<file path="src/rtl/axi_lite_write_arbiter.sv">
// -----------------------------------------------------------------------------
// AxiLiteWriteArbiter
//
// Purpose:
//   Shares one AXI-Lite write port between two local requesters. Each
//   requester posts one address/data/strobe write at a time. The block picks a
//   requester round-robin, drives the AW and W channels, waits for the B
//   response, and then hands that response back to the requester it granted.
//   Only one write is in flight at any time.
//
// Ports:
//   aclk, areset             clock and synchronous active-high reset
//   reqN_address/data/strobe requester payload, held stable while reqN_valid
//   reqN_valid / reqN_ready  request handshake; ready is a one-cycle pulse
//   reqN_response(_valid)    B response returned as a one-cycle pulse
//   m_write_address*         manager AW channel
//   m_write_data*            manager W channel
//   m_write_response*        manager B channel
//   grant_id                 requester currently or most recently granted
//   busy                     high whenever a write is in progress
// -----------------------------------------------------------------------------
module axi_lite_write_arbiter #(
   parameter int ADDRESS_SIZE = 32,
   parameter int DATA_SIZE    = 32,
   parameter int WRITE_STROBE = DATA_SIZE / 8
) (
   input  logic                    aclk,
   input  logic                    areset,
   input  logic [ADDRESS_SIZE-1:0] req0_address,
   input  logic [DATA_SIZE-1:0]    req0_data,
   input  logic [WRITE_STROBE-1:0] req0_strobe,
   input  logic                    req0_valid,
   output logic                    req0_ready,
   output logic [1:0]              req0_response,
   output logic                    req0_response_valid,
   input  logic [ADDRESS_SIZE-1:0] req1_address,
   input  logic [DATA_SIZE-1:0]    req1_data,
   input  logic [WRITE_STROBE-1:0] req1_strobe,
   input  logic                    req1_valid,
   output logic                    req1_ready,
   output logic [1:0]              req1_response,
   output logic                    req1_response_valid,
   output logic [ADDRESS_SIZE-1:0] m_write_address,
   output logic                    m_write_address_valid,
   input  logic                    m_write_address_ready,
   output logic [DATA_SIZE-1:0]    m_write_data,
   output logic [WRITE_STROBE-1:0] m_write_data_strobe,
   output logic                    m_write_data_valid,
   input  logic                    m_write_data_ready,
   input  logic [1:0]              m_write_response,
   input  logic                    m_write_response_valid,
   output logic                    m_write_response_ready,
   output logic                    grant_id,
   output logic                    busy
);

   localparam logic [1:0] IDLE  = 2'd0;
   localparam logic [1:0] ISSUE = 2'd1;
   localparam logic [1:0] RESP  = 2'd2;

   logic [1:0]              state_q, state_d;
   logic                    lastGrant_q, lastGrant_d;
   logic                    grantId_q, grantId_d;
   logic                    busy_q, busy_d;
   logic                    awValid_q, awValid_d;
   logic                    wValid_q, wValid_d;
   logic                    bReady_q, bReady_d;
   logic [ADDRESS_SIZE-1:0] address_q, address_d;
   logic [DATA_SIZE-1:0]    data_q, data_d;
   logic [WRITE_STROBE-1:0] strobe_q, strobe_d;
   logic                    req0Ready_q, req0Ready_d;
   logic                    req1Ready_q, req1Ready_d;
   logic [1:0]              resp0_q, resp0_d;
   logic [1:0]              resp1_q, resp1_d;
   logic                    resp0Valid_q, resp0Valid_d;
   logic                    resp1Valid_q, resp1Valid_d;
   logic                    winner;
   logic                    awDoneNow;
   logic                    wDoneNow;

   // Next-state logic. A channel counts as done if its valid already dropped
   // or its handshake completes on this edge, so bready rises in the cycle
   // right after the later of the two handshakes.
   always_comb begin
      state_d      = state_q;
      lastGrant_d  = lastGrant_q;
      grantId_d    = grantId_q;
      awValid_d    = awValid_q;
      wValid_d     = wValid_q;
      bReady_d     = bReady_q;
      address_d    = address_q;
      data_d       = data_q;
      strobe_d     = strobe_q;
      req0Ready_d  = 1'b0;
      req1Ready_d  = 1'b0;
      resp0_d      = resp0_q;
      resp1_d      = resp1_q;
      resp0Valid_d = 1'b0;
      resp1Valid_d = 1'b0;
      awDoneNow    = !awValid_q || m_write_address_ready;
      wDoneNow     = !wValid_q || m_write_data_ready;

      // On a tie the requester not served last time wins; otherwise the lone
      // valid requester wins.
      if (req0_valid && req1_valid) begin
         winner = ~lastGrant_q;
      end else begin
         winner = req1_valid;
      end

      case (state_q)
         IDLE: begin
            if (req0_valid || req1_valid) begin
               grantId_d   = winner;
               req0Ready_d = ~winner;
               req1Ready_d = winner;
               address_d   = winner ? req1_address : req0_address;
               data_d      = winner ? req1_data    : req0_data;
               strobe_d    = winner ? req1_strobe  : req0_strobe;
               awValid_d   = 1'b1;
               wValid_d    = 1'b1;
               state_d     = ISSUE;
            end
         end
         ISSUE: begin
            if (m_write_address_ready) begin
               awValid_d = 1'b0;
            end
            if (m_write_data_ready) begin
               wValid_d = 1'b0;
            end
            if (awDoneNow && wDoneNow) begin
               bReady_d = 1'b1;
               state_d  = RESP;
            end
         end
         RESP: begin
            if (m_write_response_valid) begin
               bReady_d = 1'b0;
               if (grantId_q) begin
                  resp1_d      = m_write_response;
                  resp1Valid_d = 1'b1;
               end else begin
                  resp0_d      = m_write_response;
                  resp0Valid_d = 1'b1;
               end
               lastGrant_d = grantId_q;
               state_d     = IDLE;
            end
         end
         default: begin
            state_d = IDLE;
         end
      endcase

      busy_d = (state_d != IDLE);
   end

   // State registers. Reset abandons any write in flight without a response,
   // and last grant returns to 1 so requester 0 wins the first tie.
   always_ff @(posedge aclk) begin
      if (areset) begin
         state_q      <= IDLE;
         lastGrant_q  <= 1'b1;
         grantId_q    <= 1'b0;
         busy_q       <= 1'b0;
         awValid_q    <= 1'b0;
         wValid_q     <= 1'b0;
         bReady_q     <= 1'b0;
         address_q    <= '0;
         data_q       <= '0;
         strobe_q     <= '0;
         req0Ready_q  <= 1'b0;
         req1Ready_q  <= 1'b0;
         resp0_q      <= 2'b00;
         resp1_q      <= 2'b00;
         resp0Valid_q <= 1'b0;
         resp1Valid_q <= 1'b0;
      end else begin
         state_q      <= state_d;
         lastGrant_q  <= lastGrant_d;
         grantId_q    <= grantId_d;
         busy_q       <= busy_d;
         awValid_q    <= awValid_d;
         wValid_q     <= wValid_d;
         bReady_q     <= bReady_d;
         address_q    <= address_d;
         data_q       <= data_d;
         strobe_q     <= strobe_d;
         req0Ready_q  <= req0Ready_d;
         req1Ready_q  <= req1Ready_d;
         resp0_q      <= resp0_d;
         resp1_q      <= resp1_d;
         resp0Valid_q <= resp0Valid_d;
         resp1Valid_q <= resp1Valid_d;
      end
   end

   assign req0_ready             = req0Ready_q;
   assign req1_ready             = req1Ready_q;
   assign req0_response          = resp0_q;
   assign req1_response          = resp1_q;
   assign req0_response_valid    = resp0Valid_q;
   assign req1_response_valid    = resp1Valid_q;
   assign m_write_address        = address_q;
   assign m_write_address_valid  = awValid_q;
   assign m_write_data           = data_q;
   assign m_write_data_strobe    = strobe_q;
   assign m_write_data_valid     = wValid_q;
   assign m_write_response_ready = bReady_q;
   assign grant_id               = grantId_q;
   assign busy                   = busy_q;

endmodule

</file>
<file path="config.mk">
export PLATFORM = sky130hd
export DESIGN_NAME = axi_lite_write_arbiter
export DESIGN_NICKNAME = d
export VERILOG_FILES = /design/src/rtl/axi_lite_write_arbiter.sv
export SDC_FILE = /design/constraint.sdc
export NUM_CORES = 1
export LEC_CHECK = 0
export CORE_MARGIN = 4
export CORE_UTILIZATION = 39
export CTS_BUF_LIST = sky130_fd_sc_hd__clkbuf_16
export DETAILED_ROUTE_END_ITERATION = 8
export HOLD_SLACK_MARGIN = 0.05
export PLACE_DENSITY = 0.86
export SLEW_MARGIN = 10
export SYNTH_ARGS = -nofsm -noshare
export SYNTH_HDL_FRONTEND = slang
export SYNTH_SLANG_ARGS = --single-unit
</file>
<file path="constraint.sdc">
create_clock -name aclk -period 4.7 [get_ports aclk]
set_input_delay 1.41 -clock aclk [delete_from_list [all_inputs] [get_ports aclk]]
set_output_delay 1.41 -clock aclk [all_outputs]
set_load 0.05 [all_outputs]
</file>
==> results of run 1 <==
worst min-delay path by stage:
stage	endpoint	cells after the start	startpoint	slack (ps)
2_1_floorplan	lastGrant_q$_SDFFE_PP1P_	2	lastGrant_q$_SDFFE_PP1P_	490
3_3_place_gp	m_write_data[3]$_SDFFE_PP0P_	1	m_write_data[3]$_SDFFE_PP0P_	440
3_5_place_dp	m_write_data[3]$_SDFFE_PP0P_	1	m_write_data[3]$_SDFFE_PP0P_	450
4_1_cts	m_write_data[3]$_SDFFE_PP0P_	1	m_write_data[3]$_SDFFE_PP0P_	460
5_1_grt	m_write_data[3]$_SDFFE_PP0P_	1	m_write_data[3]$_SDFFE_PP0P_	480
6_report	m_write_data[3]$_SDFFE_PP0P_	1	m_write_data[3]$_SDFFE_PP0P_	460
sequential cells by signal, indices dropped and copies added (netlist names):
signal,flops
m_write_address,32
m_write_data_strobe,4
m_write_response_ready,1
state_q,2
req0_ready,1
req1_response,2
m_write_data_valid,1
grant_id,1
req1_response_valid,1
lastGrant_q,1
m_write_data,32
m_write_address_valid,1
req1_ready,1
req0_response,2
busy,1
req0_response_valid,1
cell usage after synthesis, types with 2 or more instances:
library cell / count
a211o_1: 2
a21oi_1: 3
a221o_1: 45
buf_2: 10
buf_4: 2
buf_6: 8
clkbuf_1: 10
dfxtp_1: 84
inv_1: 49
mux2i_1: 27
nand2_1: 2
nor2_1: 7
nor2b_1: 4
nor3_1: 45
o2bb2ai_1: 23
where the power goes:
| group | internal, mW | total [mW] | switching [mW] |
|---|---|---|---|
| Sequential | 0.802 | 0.853 | 0.0513 |
| Clock | 0.409 | 0.683 | 0.274 |
| Combinational | 0.329 | 0.809 | 0.480 |
cells by family (layout without fill, tap and decap cells):
family / after synthesis / in the layout / synth area share (%)
flip-flops: 84 / 84 / 49.0
AO/OA/AOI/OAI: 82 / 82 / 22.0
buffers and inverters: 79 / 295 / 11.0
AND/OR/NAND/NOR: 65 / 65 / 10.1
multiplexers: 27 / 27 / 7.87
stage by stage:
step	hold slack, ps	total power, mW	area [um2]
2_1_floorplan	490	1.35	3430
3_3_place_gp	443	1.66	5690
3_5_place_dp	445	1.68	5690
4_1_cts	464	2.37	5980
5_1_grt	484	2.44	5980
6_report	464	2.34	5980
routing by layer:
metal,vias up,track usage [%]
met3,15,6.62
met2,142,38.5
met5,-,0
met1,1573,23.1
met4,0,5.45
li1,1650,-
layout make-up:
class                   instances  area [um2]
fillers                       628        2400
multi-input cells             174        1390
repair buffers                230        2300
clock buffers                   9         225
clock inverters                 7        67.6
inverters                      49         184
well taps                     105         131
flip-flops and latches         84        1680
==> reports/qor.yml, run 1 <==
detailed_routing:
  num_vias: 3380
  drtIter0Drc: 118
  routed-wl-met2_mm: 5.81
  met1_length_mm: 4.20
  wl_per_cell_um: 17.2
  dr.pass1.iters: 4
  drt-total-wl_mm: 11.3
  ant_nets: 0
  viasPerCell: 5.14
  post-route-drc-count: 0
  wl_met3_mm: 1.07
  top_layer: "met4"
critical_path:
  cp-startpoint: "areset"
  r2r_start: "state_q[1]$_SDFF_PP0_"
  r2r.worst_path.cells: 4
  slowest_delay_ps: 700
  cp-end-kind: "flop"
  path_max_fanout: 48
  crit_arrival_ps: 3660
  worstSetupPathType: "in -> reg"
  cp_slowest_cell: "clkdlybuf4s50_1"
  reg2reg_slack_ps: 2790
  required_ps: 4950
  path_cells: "clkdlybuf4s50_1 -> or3_4 -> nor3b_4 -> buf_4 -> a221o_1"
  reg2reg_to: "m_write_data[20]$_SDFFE_PP0P_"
  cp.buffers_inverters: 2
  cp-endpoint: "m_write_data[20]$_SDFFE_PP0P_"
  critical_path.top_delay_family: "buffers and inverters"
  worstSetupPathDepth: 5
  worst_setup_path_start_kind: "input pin"
timing:
  setup_violations: 0
  hold_viol: 0
  rsz0062_at_grt: "false"
  layout_setup_ws_ps: 1300
  slew_violations: 0
  min_period_ps: 3400
  finClkSkew_ps: 7.86
  timing.final.crit_share_pct: 72.4
  relSlewSlack_pct: 45.0
  finalSetupTns_ps: 0
  worst_slew_pin_slew_ps: 814
  fmax_mhz: 294
yosys:
  yosysTopAreaCell: "dfxtp_1"
  synth.distinct_cells: 31
  synth_enable_flop_cells: 0
  syn_inst: 337
  yosysWarnings: 0
  netlist_area_mm2: 0.00343
  syn_area_per_cell_um2: 10.2
  yosys-top-cells-area: "dfxtp_1, a221o_1, mux2i_1"
  synthFlopType: "dfxtp_1"
  yosys.area.top_type_share_pct: 49.0
  synth_seq_cells: 84
  syn-num-nets: 482
  async_flop_share_pct: 0
  seq_area_frac_synth_pct: 49.0
clock_network:
  cts.repair.resized: 0
  path_clk_slew_ps: 60
  post_cts_buffers: 0
  cts_sinks: 84
  insertion_delay_ps: 320
  cts_tree: "yes"
  root_buffer: "clkbuf_16"
  numCtsBuffers: 9
  cts_buffer_depth: 2
  h-tree-depth: 3
  cts_hold_buf: 0
floorplanning:
  dieHeight_um: 102
  die_w_um: 102
  start_util_pct: 40.9
  dieArea_mm2: 0.0104
  core_area_mm2: 0.00838
  placementRows: 33
  io_pins: 226
placed_design:
  dp_slack_ps: 963
  placedCellCount: 642
  portBuffers: 225
  routabilityCongestion: 0.884
  hpwl_mm: 8.59
global_route:
  grt_usage_pct: 20.9
  grt_pass1_vias: 3462
  grt_pass1_wl_mm: 17.2
  grt_overflow: 0
  antenna_found_initial: 0
  grt_max_degree: 70
worst_hold_path:
  hp-class: "reg -> reg"
cells_and_area:
  finalNonFillerCells: 658
  final_core_util_pct: 71.4
  syn_to_final_growth_pct: 74.3
  final_common_cell: "clkdlybuf4s50_1"
  final_net_count: 693
  final_cell_mix: "clkdlybuf4s50_1, dfxtp_1, inv_1"
  layout-drive-gt1-share_pct: 4.70
  n_antenna_cell: 0
power:
  p_leak_nw: 2.48
  max-vdd-ir-drop_v: 0.000216
  power_density_mw_per_mm2: 392
run:
  cap_violations: 0
outcome:
  status: "completed"
Power figures use the tool's default switching activity.
==> inputs of run 2 (changes only) <==
--- a/config.mk
+++ b/config.mk
@@ -6,11 +6,11 @@
 export NUM_CORES = 1
 export LEC_CHECK = 0
 export CORE_MARGIN = 4
-export CORE_UTILIZATION = 39
+export CORE_UTILIZATION = 36
 export CTS_BUF_LIST = sky130_fd_sc_hd__clkbuf_16
 export DETAILED_ROUTE_END_ITERATION = 8
 export HOLD_SLACK_MARGIN = 0.05
-export PLACE_DENSITY = 0.86
+export PLACE_DENSITY = 0.8
 export SLEW_MARGIN = 10
 export SYNTH_ARGS = -nofsm -noshare
 export SYNTH_HDL_FRONTEND = slang
==> constraint.sdc (replaced) <==
create_clock -name aclk -period 3.2 [get_ports aclk]
set_input_delay 0.96 -clock aclk [delete_from_list [all_inputs] [get_ports aclk]]
set_output_delay 0.96 -clock aclk [all_outputs]
set_load 0.05 [all_outputs]
==> reports/qor.yml, run 2 (same netlist as run 1, synthesis figures left out) <==
outcome:
  status: "completed"
cells_and_area:
  final_common_cell: "clkdlybuf4s50_1"
  final_cell_mix: "clkdlybuf4s50_1, dfxtp_1, inv_1"
  layout-drive-gt1-share_pct: 5.20
  final_net_count: 698
  num-fill-cells: 755
  n_antenna_cell: 0
  syn_to_final_growth_pct: 76.0
detailed_routing:
  dr.pass1.iters: 4
  post-route-drc-count: 0
  viasPerCell: 5.02
  drtIter0Drc: 127
  wl_per_cell_um: 16.6
  drt-total-wl_mm: 11.4
  ant_nets: 0
  num_vias: 3450
clock_network:
  cts_buffer_depth: 2
  cts_hold_buf: 0
  cts_sinks: 84
  cts.repair.resized: 0
  root_buffer: "clkbuf_16"
  h-tree-depth: 3
  path_clk_slew_ps: 60
  insertion_delay_ps: 320
  post_cts_buffers: 0
  cts_tree: "yes"
  numCtsBuffers: 9
global_route:
  grt_max_degree: 49
  grt_overflow: 0
  grt_usage_pct: 19.6
  grt_pass1_wl_mm: 18.0
  antenna_found_initial: 0
  grt_pass1_vias: 3579
critical_path:
  path_cells: "clkdlybuf4s50_1"
  crit_arrival_ps: 1550
  worst_setup_path_start_kind: "flop"
  worstSetupPathType: "reg -> out"
  cp.buffers_inverters: 1
  critical_path.top_delay_family: "buffers and inverters"
  path_max_fanout: 4
  cp-end-kind: "output pin"
  cp_slowest_cell: "clkdlybuf4s50_1"
  slowest_delay_ps: 850
  required_ps: 2240
  reg2reg_slack_ps: 1550
placed_design:
  hpwl_mm: 8.52
  portBuffers: 225
  routabilityCongestion: 0.742
timing:
  hold_viol: 0
  timing.final.crit_share_pct: 78.3
  fmax_mhz: 399
  finClkSkew_ps: 7.38
  worst_slew_pin_slew_ps: 572
  relSlewSlack_pct: 61.8
  finalSetupTns_ps: 0
  setup_violations: 0
  min_period_ps: 2510
  slew_violations: 0
  rsz0062_at_grt: "false"
floorplanning:
  io_pins: 226
  core_area_mm2: 0.00924
  dieHeight_um: 106
  placementRows: 35
  die_w_um: 106
  dieArea_mm2: 0.0112
  start_util_pct: 37.1
power:
  max-vdd-ir-drop_v: 0.000275
  power_density_mw_per_mm2: 570
  p_leak_nw: 2.50
  total_power_mw: 3.44
run:
  cap_violations: 0
worst_hold_path:
  hp-class: "reg -> reg"
[run 2: changes by cell type in the layout (fill, tap and decap cells not counted), sizes merged]
cell | previous run | this run
clkinvlp | 2 | 1
buf | 5 | 10
inv | 49 | 50
[run 2: report_power, final]
| part | internal [mW] | switching, mW | leakage [nW] | total (mW) |
|---|---|---|---|---|
| combinational | 0.491 | 0.710 | 1.67 | 1.20 |
| sequential | 1.18 | 0.0754 | 0.692 | 1.25 |
| clock | 0.594 | 0.395 | 0.141 | 0.989 |
| total | 2.26 | 1.18 | 2.50 | 3.44 |
[run 2: metal layers]
metal  global-route usage [%]  share of wire (%)  up-vias
met5                        0                  0        -
met1                     22.9                 40     1611
met3                     5.76                8.3       17
met4                     5.18                2.0        0
li1                         -                  -     1660
met2                     34.9                 50      162
[run 2: path summary, 6_finish.rpt]
kind	to	from	cells past startpoint
worst min-delay path	m_write_address[28]$_SDFFE_PP0P_	m_write_address[28]$_SDFFE_PP0P_	1
worst max-delay path	grant_id	grant_id$_SDFFE_PP0P_	1
worst max register to register	m_write_address[2]$_SDFFE_PP0P_	state_q[1]$_SDFF_PP0_	4
worst min register to register	m_write_address[28]$_SDFFE_PP0P_	m_write_address[28]$_SDFFE_PP0P_	1
[run 2: worst register-to-register path, cell delays in order, from the launching register on]
cell	delay (ps)
dfxtp_1	460
or3_4	220
buf_4	420
nor3_1	140
a221o_1	290
[run 2: layout make-up]
type / instances / area, um2 / share of cell area (%)
Clock buffer: 9 / 225 / 3.73
Timing Repair Buffer: 235 / 2340 / 38.7
Inverter: 49 / 184 / 3.04
Clock inverter: 7 / 58.8 / 0.973
Multi-Input combinational cell: 174 / 1390 / 23.0
Tap cell: 129 / 161 / 2.67
Sequential cell: 84 / 1680 / 27.8
[run 2: stage by stage]
stage               hold WS [ps]  area [um2]  util (%)  instances  setup WS [ps]
floorplan                    490        3430         -        337           1140
CTS                          466        6040      65.4        687            676
global placement             443        5760      62.3        671            637
detailed placement           446        5760      62.3        671            599
global route                 488        6040      65.4        687            625
finish                       464        6040      65.4        687            694
==> inputs of run 3 (changes only) <==
--- a/config.mk
+++ b/config.mk
@@ -6,11 +6,11 @@
 export NUM_CORES = 1
 export LEC_CHECK = 0
 export CORE_MARGIN = 4
-export CORE_UTILIZATION = 36
+export CORE_UTILIZATION = 33
 export CTS_BUF_LIST = sky130_fd_sc_hd__clkbuf_16
 export DETAILED_ROUTE_END_ITERATION = 8
 export HOLD_SLACK_MARGIN = 0.05
-export PLACE_DENSITY = 0.8
+export PLACE_DENSITY = 0.78
 export SLEW_MARGIN = 10
 export SYNTH_ARGS = -nofsm -noshare
 export SYNTH_HDL_FRONTEND = slang
==> constraint.sdc (replaced) <==
create_clock -name aclk -period 2.1 [get_ports aclk]
set_input_delay 0.63 -clock aclk [delete_from_list [all_inputs] [get_ports aclk]]
set_output_delay 0.63 -clock aclk [all_outputs]
set_load 0.05 [all_outputs]
==> reports/qor.yml, run 3 (same netlist as run 1, synthesis figures left out) <==
outcome:
  status: "completed"
detailed_routing:
  dr.pass1.iters: 4
  wl_per_cell_um: 16.5
  drt-total-wl_mm: 11.5
  viasPerCell: 4.97
  post-route-drc-count: 0
  drtIter0Drc: 134
  ant_nets: 0
  num_vias: 3456
cells_and_area:
  syn_to_final_growth_pct: 72.9
  final_cell_mix: "clkdlybuf4s50_1, dfxtp_1, buf_4"
  final_common_cell: "clkdlybuf4s50_1"
  finalNonFillerCells: 695
  fin_area_mm2: 0.00594
  final_core_util_pct: 59.6
  n_antenna_cell: 0
  layout-drive-gt1-share_pct: 19.0
  final_net_count: 702
timing:
  relSlewSlack_pct: 65.6
  timing.final.crit_share_pct: 90.0
  slew_violations: 0
  min_period_ps: 1890
  finClkSkew_ps: 5.02
  setup_violations: 0
  hold_slack_ps: 466
  layout_setup_ws_ps: 209
  hold_viol: 0
  rsz0062_at_grt: "false"
  worst_slew_pin_slew_ps: 516
  fmax_mhz: 529
global_route:
  grt_max_degree: 38
  grt_pass1_wl_mm: 17.0
  grt_overflow: 0
  grt_usage_pct: 17.9
  antenna_found_initial: 0
  grt_pass1_vias: 3525
clock_network:
  numCtsBuffers: 9
  cts_tree: "yes"
  h-tree-depth: 3
  root_buffer: "clkbuf_16"
  cts_buffer_depth: 2
  path_clk_slew_ps: 60
  cts_hold_buf: 0
  insertion_delay_ps: 320
  cts_sinks: 84
floorplanning:
  start_util_pct: 34.5
  dieHeight_um: 110
  io_pins: 226
  placementRows: 36
  die_w_um: 110
  dieArea_mm2: 0.0121
  core_area_mm2: 0.00995
critical_path:
  reg2reg_to: "m_write_address[15]$_SDFFE_PP0P_"
  crit_arrival_ps: 2160
  path_max_fanout: 37
  reg2reg_slack_ps: 550
  cp-end-kind: "flop"
  r2r.worst_path.cells: 4
  required_ps: 2370
  r2r_start: "state_q[1]$_SDFF_PP0_"
  worst_setup_path_start_kind: "input pin"
  worstSetupPathType: "in -> reg"
power:
  p_leak_nw: 2.74
  power_density_mw_per_mm2: 867
  max-vdd-ir-drop_v: 0.000454
worst_hold_path:
  min_path_cells: 1
  holdPathEnd: "m_write_data_strobe[0]$_SDFFE_PP0P_"
  hp-start: "m_write_data_strobe[0]$_SDFFE_PP0P_"
  hp-class: "reg -> reg"
placed_design:
  portBuffers: 225
  place_area_mm2: 0.00566
  routabilityCongestion: 0.767
  placedCellCount: 679
  hpwl_mm: 8.80
  dp_slack_ps: -98.5
run:
  cap_violations: 0
[run 3: changes by cell type in the layout (fill, tap and decap cells not counted), sizes merged]
cell           before  now
clkdlybuf4s50     225  144
dlymetal6s2s        0    4
clkinvlp            1    2
bufinv              1    0
buf                10   87
dlygate4sd2         0    4
[run 3: where the power goes]
part           switching (mW)  internal [mW]  total (mW)  leakage, nW
Combinational            1.09          0.710        1.80         1.91
Sequential              0.116           1.79        1.91        0.692
Clock                   0.645          0.795        1.44        0.130
[run 3: per-layer routing]
metal	vias up	wire length [um]	track usage (%)
met4	0	206	5.08
met1	1625	4280	19.6
met2	149	5810	31.9
met5	-	0	0
li1	1667	-	-
met3	15	1160	6.81
[run 3: worst max-delay path by stage]
| stage | start | to | slack (ps) | depth (start not counted) |
|---|---|---|---|---|
| 6_report | areset | m_write_address[15]$_SDFFE_PP0P_ | 210 | 5 |
| 5_1_grt | areset | m_write_address[15]$_SDFFE_PP0P_ | 160 | 5 |
| 4_1_cts | m_write_address[17]$_SDFFE_PP0P_ | m_write_address[17] | 2 | 1 |
| 3_5_place_dp | areset | m_write_address[15]$_SDFFE_PP0P_ | -100 | 5 |
| 3_3_place_gp | areset | m_write_address[11]$_SDFFE_PP0P_ | -50 | 5 |
| 2_1_floorplan | req1_valid | m_write_data[10]$_SDFFE_PP0P_ | 370 | 6 |
[run 3: critical path, stage by stage]
cell and delay, ps:
clkdlybuf4s50_1 460, or3_4 380, nor3b_4 250, buf_12 230, a221o_1 190
[run 3: metrics by stage]
stage,TNS [ps],total power [mW]
floorplan,0,3.02
global placement,-1650,3.72
detailed placement,-2950,3.75
CTS,0,5.20
global route,0,5.37
finish,0,5.15
[run 3: what timing repair did]
| item | in CTS | in global routing |
|---|---|---|
| endpoints found under the setup margin | 4 | 4 |
| resized for setup | 4 | 4 |
| setup buffers | 0 | 0 |
[run 3: final cells by class]
| type | count | area (um2) |
|---|---|---|
| clock buffer | 9 | 225 |
| timing repair buffer | 239 | 2240 |
| multi-input combinational | 174 | 1390 |
| clock inverter | 7 | 45.0 |
| fill | 870 | 4020 |
| sequential | 84 | 1680 |
| tap | 133 | 166 |
| inverter | 49 | 184 |
